`config.mk`:
```
export PLATFORM = sky130hd
export DESIGN_NAME = alu_mc
export DESIGN_NICKNAME = d
export VERILOG_FILES = /design/src/rtl/alu_mc_pkg.sv /design/src/rtl/alu_mc_mul_iter.sv /design/src/rtl/alu_mc.sv
export SDC_FILE = /design/constraint.sdc
export NUM_CORES = 1
export LEC_CHECK = 0
export BUFFER_PORTS_ARGS = -buffer_cell sky130_fd_sc_hd__buf_2
export CAP_MARGIN = 20
export CORE_MARGIN = 5
export CORE_UTILIZATION = 30
export CTS_BUF_LIST = sky130_fd_sc_hd__clkbuf_16
export DETAILED_ROUTE_END_ITERATION = 10
export PLACE_DENSITY = 0.52
export SLEW_MARGIN = 0
export SYNTH_ARGS = -nofsm -noshare
export SYNTH_HDL_FRONTEND = slang
export SYNTH_HIERARCHICAL = 1
export SYNTH_SLANG_ARGS = --single-unit
```
`constraint.sdc`:
```
create_clock -name clk -period 1.9 [get_ports clk]
set_clock_uncertainty 0.15 [all_clocks]
set_input_delay 0.475 -clock clk [delete_from_list [all_inputs] [get_ports clk]]
set_output_delay 0.475 -clock clk [all_outputs]
set_load 0.01 [all_outputs]
```
`src/rtl/alu_mc_pkg.sv`:
```
// alu_mc_pkg: shared types for the multi-cycle ALU.
//   alu_opcode_t   - operation select; ALU_MUL is always encoded so opcode
//                    values do not move when the multiplier is compiled out.
//   alu_mc_state_t - control states of alu_mc.
//   alu_flags_t    - {zero, negative, carry, overflow}.
package alu_mc_pkg;

  typedef enum logic [3:0] {
    ALU_ADD = 4'd0,
    ALU_SUB = 4'd1,
    ALU_AND = 4'd2,
    ALU_OR  = 4'd3,
    ALU_XOR = 4'd4,
    ALU_SLL = 4'd5,
    ALU_SRL = 4'd6,
    ALU_SRA = 4'd7,
    ALU_MUL = 4'd8
  } alu_opcode_t;

  typedef enum logic [1:0] {
    S_IDLE = 2'd0,
    S_BUSY = 2'd1,
    S_DONE = 2'd2
  } alu_mc_state_t;

  typedef struct packed {
    logic zero;
    logic negative;
    logic carry;
    logic overflow;
  } alu_flags_t;

endpackage

```
`src/rtl/alu_mc_mul_iter.sv`:
```
// alu_mc_mul_iter: iterative shift-add unsigned multiplier, one partial
// product per cycle, WIDTH cycles from start to done.
//   start      - load operands a/b (ignored while flush is high)
//   flush      - abandon any multiply in progress
//   done_c     - high in the cycle the final step is applied
//   product_c  - full 2*WIDTH product, valid while done_c is high
module alu_mc_mul_iter #(
  parameter int unsigned WIDTH = 8
) (
  input  logic                 clk,
  input  logic                 rst,
  input  logic                 flush,
  input  logic                 start,
  input  logic [WIDTH-1:0]     a,
  input  logic [WIDTH-1:0]     b,
  output logic                 done_c,
  output logic [2*WIDTH-1:0]   product_c
);

  localparam int unsigned PW = 2 * WIDTH;
  localparam int unsigned CW = $clog2(WIDTH + 1);

  logic [PW-1:0]    acc_q, acc_d;
  logic [PW-1:0]    mcand_q, mcand_d;
  logic [WIDTH-1:0] mplier_q, mplier_d;
  logic [CW-1:0]    cnt_q, cnt_d;
  logic             busy_q, busy_d;
  logic [PW-1:0]    step_c;

  // The last step is folded in combinationally so the product is ready
  // exactly WIDTH edges after the load edge.
  assign step_c    = mplier_q[0] ? mcand_q : '0;
  assign product_c = acc_q + step_c;
  assign done_c    = busy_q && (cnt_q == CW'(1));

  // Next-state for the shift-add datapath
  always_comb begin
    acc_d    = acc_q;
    mcand_d  = mcand_q;
    mplier_d = mplier_q;
    cnt_d    = cnt_q;
    busy_d   = busy_q;
    if (flush) begin
      busy_d = 1'b0;
    end else if (start) begin
      acc_d    = '0;
      mcand_d  = PW'(a);
      mplier_d = b;
      cnt_d    = CW'(WIDTH);
      busy_d   = 1'b1;
    end else if (busy_q) begin
      acc_d    = product_c;
      mcand_d  = mcand_q << 1;
      mplier_d = mplier_q >> 1;
      cnt_d    = cnt_q - CW'(1);
      if (done_c) begin
        busy_d = 1'b0;
      end
    end
  end

  // Datapath registers
  always_ff @(posedge clk or posedge rst) begin
    if (rst) begin
      acc_q    <= '0;
      mcand_q  <= '0;
      mplier_q <= '0;
      cnt_q    <= '0;
      busy_q   <= 1'b0;
    end else begin
      acc_q    <= acc_d;
      mcand_q  <= mcand_d;
      mplier_q <= mplier_d;
      cnt_q    <= cnt_d;
      busy_q   <= busy_d;
    end
  end

endmodule

```
`src/rtl/alu_mc.sv`:
```
// alu_mc: registered multi-cycle ALU with valid/ready on both sides.
//   clk, rst (async, active-high), flush (synchronous abort)
//   in_valid/in_ready, in1, in2, alu_op - operation request
//   out_valid/out_ready, out, flags      - registered result and flags
// Build option: define ALU_MC_MUL_EN to include the iterative multiplier
// (ALU_MUL, WIDTH-cycle latency). Without it ALU_MUL behaves like an
// undefined opcode.
module alu_mc
  import alu_mc_pkg::*;
#(
  parameter int unsigned WIDTH = 8,
  parameter int unsigned SHW   = $clog2(WIDTH)
) (
  input  logic             clk,
  input  logic             rst,
  input  logic             flush,
  input  logic             in_valid,
  output logic             in_ready,
  input  logic [WIDTH-1:0] in1,
  input  logic [WIDTH-1:0] in2,
  input  alu_opcode_t      alu_op,
  output logic             out_valid,
  input  logic             out_ready,
  output logic [WIDTH-1:0] out,
  output alu_flags_t       flags
);

  localparam int unsigned XW = WIDTH + 1;

  alu_mc_state_t    state_q, state_d;
  logic [WIDTH-1:0] out_q, out_d;
  alu_flags_t       flags_q, flags_d;
  logic             out_valid_q, out_valid_d;

  logic             in_fire_c;
  logic [SHW-1:0]   amt_c;
  logic [XW-1:0]    sum_c, diff_c, sll_c, srl_c, sra_c;
  logic [WIDTH-1:0] res_c;
  logic             cy_c, ov_c, def_c;
  alu_flags_t       flg_c;

  // Back-to-back issue: a held result leaving this cycle frees the slot.
  assign in_ready  = !flush && ((state_q == S_IDLE) ||
                                ((state_q == S_DONE) && out_ready));
  assign in_fire_c = in_valid && in_ready;

  // Single-cycle operations; shifts are widened by one bit so the
  // last bit shifted out falls into the extra position.
  always_comb begin
    amt_c  = in2[SHW-1:0];
    sum_c  = {1'b0, in1} + {1'b0, in2};
    diff_c = {1'b0, in1} - {1'b0, in2};
    sll_c  = {1'b0, in1} << amt_c;
    srl_c  = {in1, 1'b0} >> amt_c;
    sra_c  = XW'($signed({in1, 1'b0}) >>> amt_c);
    res_c  = '0;
    cy_c   = 1'b0;
    ov_c   = 1'b0;
    def_c  = 1'b1;
    case (alu_op)
      ALU_ADD: begin
        res_c = sum_c[WIDTH-1:0];
        cy_c  = sum_c[WIDTH];
        ov_c  = (in1[WIDTH-1] == in2[WIDTH-1]) && (sum_c[WIDTH-1] != in1[WIDTH-1]);
      end
      ALU_SUB: begin
        res_c = diff_c[WIDTH-1:0];
        cy_c  = diff_c[WIDTH];
        ov_c  = (in1[WIDTH-1] != in2[WIDTH-1]) && (diff_c[WIDTH-1] != in1[WIDTH-1]);
      end
      ALU_AND: res_c = in1 & in2;
      ALU_OR:  res_c = in1 | in2;
      ALU_XOR: res_c = in1 ^ in2;
      ALU_SLL: begin
        res_c = sll_c[WIDTH-1:0];
        cy_c  = sll_c[WIDTH];
      end
      ALU_SRL: begin
        res_c = srl_c[WIDTH:1];
        cy_c  = srl_c[0];
      end
      ALU_SRA: begin
        res_c = sra_c[WIDTH:1];
        cy_c  = sra_c[0];
      end
      default: def_c = 1'b0;
    endcase
    flg_c.zero     = def_c && (res_c == '0);
    flg_c.negative = res_c[WIDTH-1];
    flg_c.carry    = cy_c;
    flg_c.overflow = ov_c;
  end

`ifdef ALU_MC_MUL_EN
  logic               mul_start_c;
  logic               mul_done_c;
  logic [2*WIDTH-1:0] mul_prod_c;
  logic               mul_hi_c;

  alu_mc_mul_iter #(.WIDTH(WIDTH)) u_mul (
    .clk       (clk),
    .rst       (rst),
    .flush     (flush),
    .start     (mul_start_c),
    .a         (in1),
    .b         (in2),
    .done_c    (mul_done_c),
    .product_c (mul_prod_c)
  );

  assign mul_hi_c = |mul_prod_c[2*WIDTH-1:WIDTH];
`endif

  // Next-state and result capture
  always_comb begin
    state_d     = state_q;
    out_d       = out_q;
    flags_d     = flags_q;
    out_valid_d = out_valid_q;
`ifdef ALU_MC_MUL_EN
    mul_start_c = 1'b0;
`endif
    if (flush) begin
      state_d     = S_IDLE;
      out_valid_d = 1'b0;
    end else begin
      case (state_q)
        S_IDLE, S_DONE: begin
          if ((state_q == S_DONE) && out_ready) begin
            state_d     = S_IDLE;
            out_valid_d = 1'b0;
          end
          if (in_fire_c) begin
`ifdef ALU_MC_MUL_EN
            if (alu_op == ALU_MUL) begin
              state_d     = S_BUSY;
              out_valid_d = 1'b0;
              mul_start_c = 1'b1;
            end else
`endif
            begin
              state_d     = S_DONE;
              out_d       = res_c;
              flags_d     = flg_c;
              out_valid_d = 1'b1;
            end
          end
        end
`ifdef ALU_MC_MUL_EN
        S_BUSY: begin
          if (mul_done_c) begin
            state_d          = S_DONE;
            out_d            = mul_prod_c[WIDTH-1:0];
            flags_d.zero     = (mul_prod_c[WIDTH-1:0] == '0);
            flags_d.negative = mul_prod_c[WIDTH-1];
            flags_d.carry    = mul_hi_c;
            flags_d.overflow = mul_hi_c;
            out_valid_d      = 1'b1;
          end
        end
`endif
        default: state_d = S_IDLE;
      endcase
    end
  end

  // State and output registers
  always_ff @(posedge clk or posedge rst) begin
    if (rst) begin
      state_q     <= S_IDLE;
      out_q       <= '0;
      flags_q     <= '0;
      out_valid_q <= 1'b0;
    end else begin
      state_q     <= state_d;
      out_q       <= out_d;
      flags_q     <= flags_d;
      out_valid_q <= out_valid_d;
    end
  end

  assign out       = out_q;
  assign flags     = flags_q;
  assign out_valid = out_valid_q;

endmodule

```
## After elaboration in Yosys (flattened, before gate mapping)

Index checks and enable logic that the tools add are counted.

- Register bits after elaboration: 15
- Input bits: 25

- Add/subtract/negate cells: 2
- Equal/unequal tests: 13
- Shifts and indexed selects: 3
- Muxes and demuxes: 12
- Bitwise operators: 4
- Reduce and logical (&&, ||, !) cells: 17

Operators with widths:

| operator | number |
|---|---|
| $pmux 8 s8 | 1 |
| $eq 4x3->1 const B | 4 |
| $add 8x8->9 | 1 |
| $shl 8x3->9 | 1 |
| $shr 9x3->9 | 1 |
| $sshr 9x3->9 | 1 |
| $sub 8x8->9 | 1 |
| $and 8x8->8 | 1 |
| $eq 4x2->1 const B | 2 |
| $logic_not 8->1 | 1 |
| $mux 2 | 4 |
| $or 8x8->8 | 1 |
| $reduce_or 8->1 | 1 |
| $xor 8x8->8 | 1 |
| $logic_and 1x1->1 | 6 |
| $mux 1 | 5 |
| $pmux 1 s5 | 1 |
| $eq 4x1->1 const B | 1 |
| $logic_not 4->1 | 1 |
| $ne 4x4->1 const B | 1 |
| $ne 1x1->1 | 3 |
| $reduce_and 3->1 | 1 |
| $reduce_bool 3->1 | 1 |
| $eq 2x2->1 const B | 1 |
| 9 further kinds | 9 |

## Longest topological paths before layout

Gate-level depths: netlist of the first run.

- Depth after elaboration: 8
- Mapped depth: 11
- Mapped depth without buffers: 10

## Worst setup path before layout of the first run

OpenSTA, ideal clock, no wires.

- Path type: in2reg
- Start point: in in2[2]
- End point: reg flags_q, in the netlist flags[3]
- Library setup time: 0.103 ns
- Data arrival time: 2.671 ns
- Required time: 1.647 ns
- Slack: -1.024 ns
- Cell stages on the path: 11
- Cell sequence: clkinv_1 > buf_4 > ha_1 > buf_2 > a21oi_1 > nor2b_1 > o31ai_1 > xnor2_1 > a221o_1 > or4_1 > o41ai_2

- Word-level cells in the longest chain between the ends: 4
- Elaborated cells between the ends (all ways): 11
- Classes of those cells: add/sub: 2; shift: 3; mux: 1; bitwise: 3; reduce/logical: 2

Ends and longest elaborated chain:

| element | RTL line | text |
|---|---|---|
| start: declaration | alu_mc.sv:20 | `input logic [WIDTH-1:0] in2,` |
| $sub 8x8->9, or another cell as far along | alu_mc.sv:52 | `diff_c = {1'b0, in1} - {1'b0, in2};` |
| $pmux 8 s8 * | alu_mc.sv:60 | `case (alu_op)` |
| $logic_not 8->1 * | alu_mc.sv:88 | `flg_c.zero = def_c && (res_c == '0);` |
| $logic_and 1x1->1 * | alu_mc.sv:88 |  |
| end signal: assignment | alu_mc.sv:177 | `flags_q <= flags_d;` |
| end: declaration | alu_mc.sv:32 | `alu_flags_t flags_q, flags_d;` |

Every way passes the cells marked *; elsewhere a longest branch is shown, timed or not.
A chain may end at the register's enable or synchronous reset.

## Worst setup path after layout of the first run

- Start point: in in1[0]
- End point: reg flags_q, in the netlist flags[3]

- Word-level cells in the longest chain between the ends: 4
- Elaborated cells between the ends (all ways): 11
- Classes of those cells: add/sub: 2; shift: 3; mux: 1; bitwise: 3; reduce/logical: 2

Ends and longest elaborated chain:

| element | RTL line | text |
|---|---|---|
| start: declaration | alu_mc.sv:19 | `input logic [WIDTH-1:0] in1,` |
| $sub 8x8->9, or another cell as far along | alu_mc.sv:52 |  |
| $pmux 8 s8 * | alu_mc.sv:60 |  |
| $logic_not 8->1 * | alu_mc.sv:88 |  |
| $logic_and 1x1->1 * | alu_mc.sv:88 |  |

Marked as above.

==> results of run 1 <==
## Yosys cell counts, types with 2 or more instances
master    count  area share
o31ai_1       4       0.013
nor3b_1       2      0.0065
nand4_1       2      0.0054
mux2i_1      15       0.065
a221o_1       2      0.0087
mux2_2       12       0.059
buf_2         6       0.013
ha_1         26        0.14
a22oi_1       4       0.013
nor2_1       15       0.024
nor4b_1       2      0.0076
buf_6         2      0.0098
nand2_1      26       0.042
buf_4         2      0.0065
nor3_1        7       0.015
nand3b_1      2      0.0065
o21ai_0      14       0.030
inv_1        23       0.037
o21bai_1      3      0.0098
nor2b_1       4       0.011
dfrtp_1      12        0.13
nor4_1        2      0.0054
clkbuf_1     12       0.020
a211oi_2      2       0.011
a21oi_1      15       0.033
nand2b_1      2      0.0054
fa_1          2       0.017
a31oi_1       2      0.0054
o211ai_1      6       0.020
and3_1        3      0.0081
nand3_1      12       0.026
o21a_1        2      0.0065
a311oi_1      2      0.0076
xnor2_1       6       0.023
mux4_2        3       0.029
or3_1         2      0.0054
a211oi_1      3      0.0098
o22ai_1       3      0.0081
## cell usage in the layout (no fill, tap or decap), types with 3 or more instances in the layout
cell,n
mux2_4,6
o21ai_2,4
and3_1,3
a22oi_1,3
a211oi_1,3
xnor2_2,3
a21oi_1,12
dfrtp_1,12
inv_2,3
mux2_2,8
xnor2_1,3
buf_12,3
o31ai_1,3
ha_4,8
nand3_2,3
inv_1,18
buf_4,96
o21ai_1,3
mux2i_1,12
clkbuf_16,3
buf_6,15
nor3_1,6
a21oi_2,3
ha_1,18
buf_2,30
nand2_1,25
mux4_2,3
o211ai_1,6
o21bai_1,3
nor2b_1,4
nor2_1,15
o21ai_0,8
nand3_1,9
## per-stage QoR
step                      worst slack [ns]  cell area (µm²)  instances  hold slack (ns)  total power, mW
final                              -0.8220             3901        519          0.09720            1.678
after global routing               -0.8860             3901        519           0.1513            1.786
after CTS                          -0.8013             3715        514           0.1123            1.614
after detailed placement            -1.146             3378        507           0.3235            1.143
after global placement              -1.093             3378        507           0.3195            1.139
after floorplan                    -0.7763             2440        290           0.1897           0.7740
## state kept, by name, summed over array words and instances (netlist names)
register and flops:
flags 3, out 8, out_valid 1
## cells by family after synthesis
family / count (synthesis)
mux: 32
compound gates: 79
simple gates: 85
xor+xnor: 7
buf+inv: 47
flops: 12
fa+ha+maj: 28
## layer usage
layer	vias to the layer above	GRT usage
li1	1323	-
met1	1276	0.2320
met2	60	0.3126
met3	8	0.01795
met4	0	0.01704
met5	-	0
## worst paths after layout
kind / start / end / cells past startpoint
hold reg to reg: flags[0]$_DFFE_PP0P_ / flags[0]$_DFFE_PP0P_ / 2
max in group asynchronous: rst / flags[1]$_DFFE_PP0P_ / 2
hold / removal: rst / out_valid$_DFFE_PP0P_ / 2
setup / recovery: in1[0] / flags[3]$_DFFE_PP0P_ / 10
setup reg to reg: out_valid$_DFFE_PP0P_ / flags[3]$_DFFE_PP0P_ / 7
min in group clk: flush / out_valid$_DFFE_PP0P_ / 2
## final cells by class
cell class / count / area, µm²
clock buffer: 3 / 75.07
fill: 763 / 3706
inverter: 25 / 121.4
multi-input combinational: 231 / 2147
sequential: 12 / 300.3
tap: 102 / 127.6
timing repair buffer: 146 / 1130
## timing repair
| item | CTS | global route |
|---|---|---|
| buffers inserted | 4 | 8 |
| resized for setup | 55 | 37 |
| endpoints found under the hold margin | 0 | 0 |
| hold buffers | 0 | 0 |
| pin swaps | 16 | 27 |
| endpoints found under the setup margin | 11 | 11 |
## power by group
part / switching, mW / leakage, nW / total [mW] / internal, mW
Clock: 0.106 / 0.0370 / 0.380 / 0.274
Sequential: 0.0212 / 0.156 / 0.317 / 0.296
Combinational: 0.465 / 1.67 / 0.981 / 0.516
==> reports/metrics.yaml, run 1 <==
outcome: "finished, violations left"
violations: "negative setup slack"
synthAdderAreaFrac: 0.1586
gp_congestion: 0.9076
critPathKind: "input pin to register"
die_w_um: 97.63
peakVddDrop_v: 0.0003187
drt-wirelength-per-cell_um: 15.90
grt_pass1_vias: 2765
cts_buffers: 3
grt_pass1_wl_mm: 13.81
rsz0062_at_grt: "yes"
ys_ff_latch: 12
r2r_slack_ns: -0.13
clk_path_buf_depth: 2
grt_start_max_net_pins: 17
timing.slew.headroom: 0.6627
initial_core_util: 0.3028
power_density_nw_per_um2: 430.0
synthArstFlopShare: 1.000
ys_seq_area_frac: 0.1304
synth-simple-area-share: 0.1847
synth_edf_count: 0
die_h_um: 97.63
fin_ws_ns: -0.8220
drt_iter0_drc: 134
layout-drive-gt1-share: 0.5276
top_layer_used: "met4"
io_buffers: 38
hold_viol: 0
synth_xor_area_frac: 0.02662
dr_wl_met2_mm: 4.156
p_leak_nw: 1.860
path_cells: "buf_12 -> ha_4 -> fa_2 -> a21oi_2 -> nor2b_1 -> o31ai_1 -> xnor2_1 -> a221o_1 -> or4_4 -> o41ai_2"
clock_sinks: 12
route.met3.wl_um: 292
final_util: 0.5128
cpMaxStageDelayCell: "or4_4"
critPathBufInv: 1
critical-path-max-stage-delay_ns: 0.43
crit_path_end_kind: "register"
syn2layout_area_growth_pct: 69.36
final_max_slew_viol_count: 0
first_pass_iters: 4
finalSetupTns_ns: -4.412
root_buffer: "clkbuf_16"
synth_cell_types: 64
drt-total-wl_mm: 8.251
ios: 39
htree_levels: 1
crit_family: "compound AO/OA/AOI/OAI gates"
fin_nets: 472
fmax_mhz: 367.4
cp_max_fo: 3
grt.total_usage: 0.1740
netlist_area_um2: 2303
worst_slew_pin_slew_ns: 0.5037
syn-num-nets: 343
startpoint_type: "input pin"
setup-violations-final: 9
via_per_inst: 5.139
via_count: 2667
tritoncts: "yes"
fin_crit_sh: 1.433
hold_path.class: "input pin to asynchronous set/reset pin"
grt_remaining_overflow: 0
synth_compound_area_frac: 0.2455
synth_area_per_cell_um2: 7.943
num_antenna_cells: 0
ant_nets: 0
clkLatencyLatePin_ns: 0.24
dp_hpwl_mm: 6.578
min_period_ns: 2.722
synthFlopType: "dfrtp_1"
yosysWarnings: 6
die-area_um2: 9531
drcViolationCount: 0
cp.required_ns: 1.89
synthMuxAreaShare: 0.1646
wl_met1_mm: 3.760
syn_inst: 290
crit_arrival_ns: 2.71
antenna_found_initial: 0
core_um2: 7607
maxCapViolCount: 0
rows: 32
synth_top_family_by_area: "compound AO/OA/AOI/OAI gates"
clk_pin_slew_ns: 0.04
No activity file was read; power rests on OpenSTA's default activity.
==> inputs of run 2 (changes only) <==
--- a/config.mk
+++ b/config.mk
@@ -7,11 +7,13 @@
 export LEC_CHECK = 0
 export BUFFER_PORTS_ARGS = -buffer_cell sky130_fd_sc_hd__buf_2
 export CAP_MARGIN = 20
+export CELL_PAD_IN_SITES_DETAIL_PLACEMENT = 0
+export CELL_PAD_IN_SITES_GLOBAL_PLACEMENT = 1
 export CORE_MARGIN = 5
-export CORE_UTILIZATION = 30
+export CORE_UTILIZATION = 38
 export CTS_BUF_LIST = sky130_fd_sc_hd__clkbuf_16
 export DETAILED_ROUTE_END_ITERATION = 10
-export PLACE_DENSITY = 0.52
+export PLACE_DENSITY = 0.79
 export SLEW_MARGIN = 0
 export SYNTH_ARGS = -nofsm -noshare
 export SYNTH_HDL_FRONTEND = slang
==> run 2 against run 1 <==
The run still ends with negative setup slack left. Routed wire length decreased by 3.9%. Sequential share of layout area is 0.57 points higher. Hold slack got worse by 0.011 ns. First-iteration DRC count rose by 75%. Final cell count decreased by 7.7%. Combinational power fell by 6.6%. Clock power is 1% higher. Critical path depth rose by 1. Non-clock buffer count decreased by 14. Count of clock-buffer cells in the layout stayed put. Fmax grew 1.4%.
==> reports/metrics.yaml, run 2 (same netlist as run 1, synthesis figures left out) <==
grt_start_max_net_pins: 18
fin_nets: 458
peakVddDrop_v: 0.0006826
final_cell_area_um2: 3631
min_period_ns: 2.683
critPathKind: "input pin to register"
r2r_cells: 7
layout-drive-gt1-share: 0.4827
fmax_mhz: 372.7
timing.slew.headroom: 0.6512
final_cell_mix: "buf_4 (88), buf_2 (33), nand2_1 (25), inv_1 (20), ha_1 (18)"
drt-total-wl_mm: 7.932
p_leak_nw: 1.766
r2r_slack_ns: -0.18
drt-wirelength-per-cell_um: 16.56
ant_nets: 0
via_per_inst: 5.428
violations: "negative setup slack"
drt_iter0_drc: 234
cp_max_fo: 3
grt.total_usage: 0.2053
largest_register_ffs: 8
startpoint_type: "input pin"
clk_path_buf_depth: 2
final_max_slew_viol_count: 0
stdcell_count: 479
io_buffers: 38
power_density_nw_per_um2: 446.0
die-area_um2: 7719
final_common_cell: "buf_4"
rsz0062_at_grt: "yes"
cpMaxStageDelayCell: "or4_1"
grt_pass1_wl_mm: 12.62
initial_core_util: 0.3891
outcome: "finished, violations left"
final_util: 0.6133
clk_pin_slew_ns: 0.04
clock_sinks: 12
die_w_um: 87.86
num-fill-cells: 516
cp.required_ns: 1.89
gp_congestion: 0.9421
maxCapViolCount: 0
place_inst: 469
antenna_found_initial: 0
die_h_um: 87.86
regArea_um2: 300.3
worst_slew_pin_slew_ns: 0.5210
postPlaceCellArea_um2: 3262
first_pass_iters: 4
multi_input_area_um2: 2054
grt_pass1_vias: 2505
drcViolationCount: 0
via_count: 2600
syn2layout_area_growth_pct: 57.63
tritoncts: "yes"
hold_path.class: "input pin to asynchronous set/reset pin"
crit_arrival_ns: 2.67
path_cells: "buf_12 -> inv_12 -> ha_4 -> fa_2 -> nor3b_1 -> a31oi_1 -> nor3_1 -> a311oi_1 -> nand3_1 -> or4_1 -> o41ai_2"
critical-path-max-stage-delay_ns: 0.56
clkLatencyLatePin_ns: 0.24
timing.rr.start: "out_valid$_DFFE_PP0P_"
rows: 28
hold_viol: 0
core_um2: 5921
fin_ws_ns: -0.7834
num_antenna_cells: 0
r2r-end: "flags[3]$_DFFE_PP0P_"
cts_buffers: 3
htree_levels: 1
setup-violations-final: 10
root_buffer: "clkbuf_16"
ios: 39
dp_hpwl_mm: 6.263
grt_remaining_overflow: 0
crit_path_end_kind: "register"
fin_crit_sh: 1.412
-- run 2: final cells by class --
| type | instances | area share |
|---|---|---|
| well taps | 75 | 0.02584 |
| clock buffers | 3 | 0.02068 |
| repair buffers | 132 | 0.2712 |
| multi-input cells | 231 | 0.5658 |
| inverters | 25 | 0.03274 |
| clock inverters | 1 | 0.001034 |
| flip-flops and latches | 12 | 0.08270 |
-- run 2: layer usage --
metal	share of wire	global-route usage
met1	0.45	0.2851
met3	0.038	0.01881
met4	0.013	0.03068
met2	0.50	0.3521
met5	0	0
-- run 2: worst max path at each step --
stage | start | to | slack [ns] | cells past startpoint
after CTS | in1[0] | flags[3]$_DFFE_PP0P_ | -0.81 | 10
after floorplan | in2[2] | flags[3]$_DFFE_PP0P_ | -0.78 | 11
after global routing | in1[0] | flags[3]$_DFFE_PP0P_ | -0.87 | 11
after detailed placement | in1[0] | flags[3]$_DFFE_PP0P_ | -1.14 | 11
after global placement | in1[0] | flags[3]$_DFFE_PP0P_ | -1.09 | 10
final | in1[0] | flags[3]$_DFFE_PP0P_ | -0.78 | 11
-- run 2: repair_timing --
action	CTS	global route
gates resized for setup	37	25
pin swaps	13	16
hold buffers	0	0
buffers inserted	6	2
endpoints found under the setup margin	11	11
-- run 2: through the flow --
step	hold WS, ns	total power, mW	setup TNS (ns)	setup WS (ns)
global placement	0.3123	1.116	-8.559	-1.093
detailed placement	0.3120	1.127	-8.833	-1.141
CTS	0.1014	1.582	-4.674	-0.8091
floorplan	0.1897	0.7740	-3.875	-0.7763
finish	0.08651	1.619	-4.486	-0.7834
global route	0.1294	1.715	-5.422	-0.8714
-- run 2: report_power, final --
group,internal [mW],leakage (nW),switching (mW)
Combinational,0.475,1.57,0.441
Clock,0.277,0.0385,0.108
Sequential,0.296,0.156,0.0228
-- run 2: critical path, delay by kind of cell --
family                   cells  cell delay, ns
AND/OR/NAND/NOR              4            0.84
AO/OA/AOI/OAI                3            0.55
buffers and inverters        2            0.13
adder cells (fa/ha/maj)      2            0.67
==> inputs of run 3 (changes only) <==
--- a/config.mk
+++ b/config.mk
@@ -19,3 +19,4 @@
 export SYNTH_HDL_FRONTEND = slang
 export SYNTH_HIERARCHICAL = 1
 export SYNTH_SLANG_ARGS = --single-unit
+export TNS_END_PERCENT = 1
==> run 3 against run 2 <==
The flow still finishes with violations (negative setup slack). First-iteration DRC count shrank 7.3%. Hold slack improved by 0.014 ns. Sequential cell count is the same. Routed wire length increased by 2.2%. Die area is the same. Final cell count increased by 0.63%. Fmax shrank 1.8%. Largest cell class unchanged.
==> reports/metrics.yaml, run 3 (same netlist as run 1, synthesis figures left out) <==
internal-power_mw: 0.9939
outcome: "finished, violations left"
drcViolationCount: 0
dp_slack_ns: -1.110
critPathBufInv: 1
cp_max_fo: 4
htree_levels: 1
hold_viol: 0
grt_pass1_wl_mm: 13.29
rows: 28
crit_family: "compound AO/OA/AOI/OAI gates"
critical-path-max-stage-delay_ns: 0.42
critPathKind: "input pin to register"
antenna_found_initial: 0
first_pass_iters: 5
rsz0062_at_grt: "yes"
power_switching_mw: 0.5447
die-area_um2: 7719
cts_setup_buffers: 0
via_count: 2667
worst_slew_pin_slew_ns: 0.5859
drt_iter0_drc: 217
timing.slew.headroom: 0.6039
grt_pass1_vias: 2764
grt.total_usage: 0.2153
min_period_ns: 2.734
final_cell_mix: "buf_4 (95), buf_2 (37), nand2_1 (25), inv_1 (23), ha_1 (23)"
grt_remaining_overflow: 0
root_buffer: "clkbuf_16"
cp.required_ns: 1.89
io_buffers: 38
initial_core_util: 0.3891
drt-total-wl_mm: 8.105
maxCapViolCount: 0
syn2layout_area_growth_pct: 47.85
clk_path_buf_depth: 2
fin_nets: 461
peakVddDrop_v: 0.0006403
cts_buffers: 3
p_leak_nw: 1.712
gp_congestion: 0.8942
p_clk_frac: 0.249
comb_power_share: 0.545
hold_path.class: "input pin to asynchronous set/reset pin"
die_h_um: 87.86
die_w_um: 87.86
clock_sinks: 12
crit_arrival_ns: 2.72
violations: "negative setup slack"
finalSetupTns_ns: -5.555
path_cells: "buf_2 -> ha_2 -> fa_2 -> a21oi_2 -> nor2b_1 -> o31ai_2 -> xnor2_1 -> a221o_1 -> or4_4 -> o41ai_2"
core_um2: 5921
grt_start_max_net_pins: 17
largest_register_ffs: 8
dp_hpwl_mm: 6.544
final_common_cell: "buf_4"
ant_nets: 0
p_sw_frac: 0.3540
pwr-share-seq: 0.206
setup-violations-final: 10
clk_pin_slew_ns: 0.04
num_antenna_cells: 0
drt-wirelength-per-cell_um: 16.82
power_density_nw_per_um2: 451.8
fin_crit_sh: 1.439
ios: 39
crit_path_end_kind: "register"
tritoncts: "yes"
fin_ws_ns: -0.8339
fmax_mhz: 365.8
final_max_slew_viol_count: 0
cpMaxStageDelayCell: "or4_4"
startpoint_type: "input pin"
via_per_inst: 5.533
clkLatencyLatePin_ns: 0.24
layout-drive-gt1-share: 0.4423
## run 3: cell types whose count changed in the layout (fill, tap and decap cells not counted), moves of 2 or more
| cell | previous run | this run |
|---|---|---|
| o21ai_2 | 3 | 1 |
| buf_2 | 33 | 37 |
| inv_1 | 20 | 23 |
| o21ai_0 | 9 | 12 |
| buf_6 | 7 | 0 |
| mux2_2 | 7 | 12 |
| buf_4 | 88 | 95 |
| ha_1 | 18 | 23 |
| buf_12 | 4 | 2 |
| ha_4 | 6 | 0 |
| mux2_4 | 7 | 2 |
## run 3: final cells by class
| class | count | area (µm²) |
|---|---|---|
| fill | 574 | 2515 |
| multi-input combinational | 231 | 1881 |
| timing repair buffer | 135 | 953.4 |
| sequential | 12 | 300.3 |
| inverter | 25 | 98.84 |
| tap | 75 | 93.84 |
| clock buffer | 3 | 75.07 |
| clock inverter | 1 | 3.754 |
## run 3: stage by stage
step	utilization	hold WS (ns)	cell area [µm²]	instances	power (mW)
floorplan	-	0.1897	2325	290	0.7463
global placement	0.5450	0.3157	3227	478	1.096
detailed placement	0.5450	0.3227	3227	478	1.112
CTS	0.5678	0.1133	3362	482	1.521
global route	0.5752	0.1560	3406	482	1.630
finish	0.5752	0.1007	3406	482	1.539
## run 3: power by group through the flow
stage / sequential [mW] / clock, mW / combinational [mW]
detailed placement: 0.319 / 0 / 0.793
CTS: 0.317 / 0.387 / 0.817
finish: 0.317 / 0.383 / 0.839
floorplan: 0.338 / 0 / 0.409
global placement: 0.318 / 0 / 0.778
global route: 0.323 / 0.398 / 0.910
## run 3: worst reg2reg max path, delay by kind of cell, from the launching register on
family             cells  cell delay [ns]
and+or+nand+nor        5             1.00
AOI/OAI and AO/OA      2             0.44
DFF                    1             0.38
## run 3: final timing paths
check / start / endpoint / slack [ns] / depth (start not counted)
setup / recovery: in2[0] / flags[3]$_DFFE_PP0P_ / -0.83 / 10
hold / removal: rst / out[3]$_DFFE_PP0P_ / 0.10 / 2
setup reg to reg: out_valid$_DFFE_PP0P_ / flags[3]$_DFFE_PP0P_ / -0.19 / 7
hold reg to reg: flags[0]$_DFFE_PP0P_ / flags[0]$_DFFE_PP0P_ / 0.33 / 2
max in group asynchronous: rst / out[6]$_DFFE_PP0P_ / 1.17 / 2
min in group clk: flush / out_valid$_DFFE_PP0P_ / 0.27 / 2
## run 3: what timing repair did
action	CTS	global route
pin swaps	5	3
setup endpoints to repair	11	11
hold buffers	0	0
gates resized for setup	15	11
## run 3: routing by layer
| metal | global-route usage | up-vias | wire length [µm] |
|---|---|---|---|
| met5 | 0 | - | 0 |
| met3 | 0.02164 | 18 | 413 |
| met1 | 0.2801 | 1273 | 3440 |
| met2 | 0.3712 | 80 | 4030 |
| li1 | - | 1296 | - |
| met4 | 0.07113 | 0 | 221 |
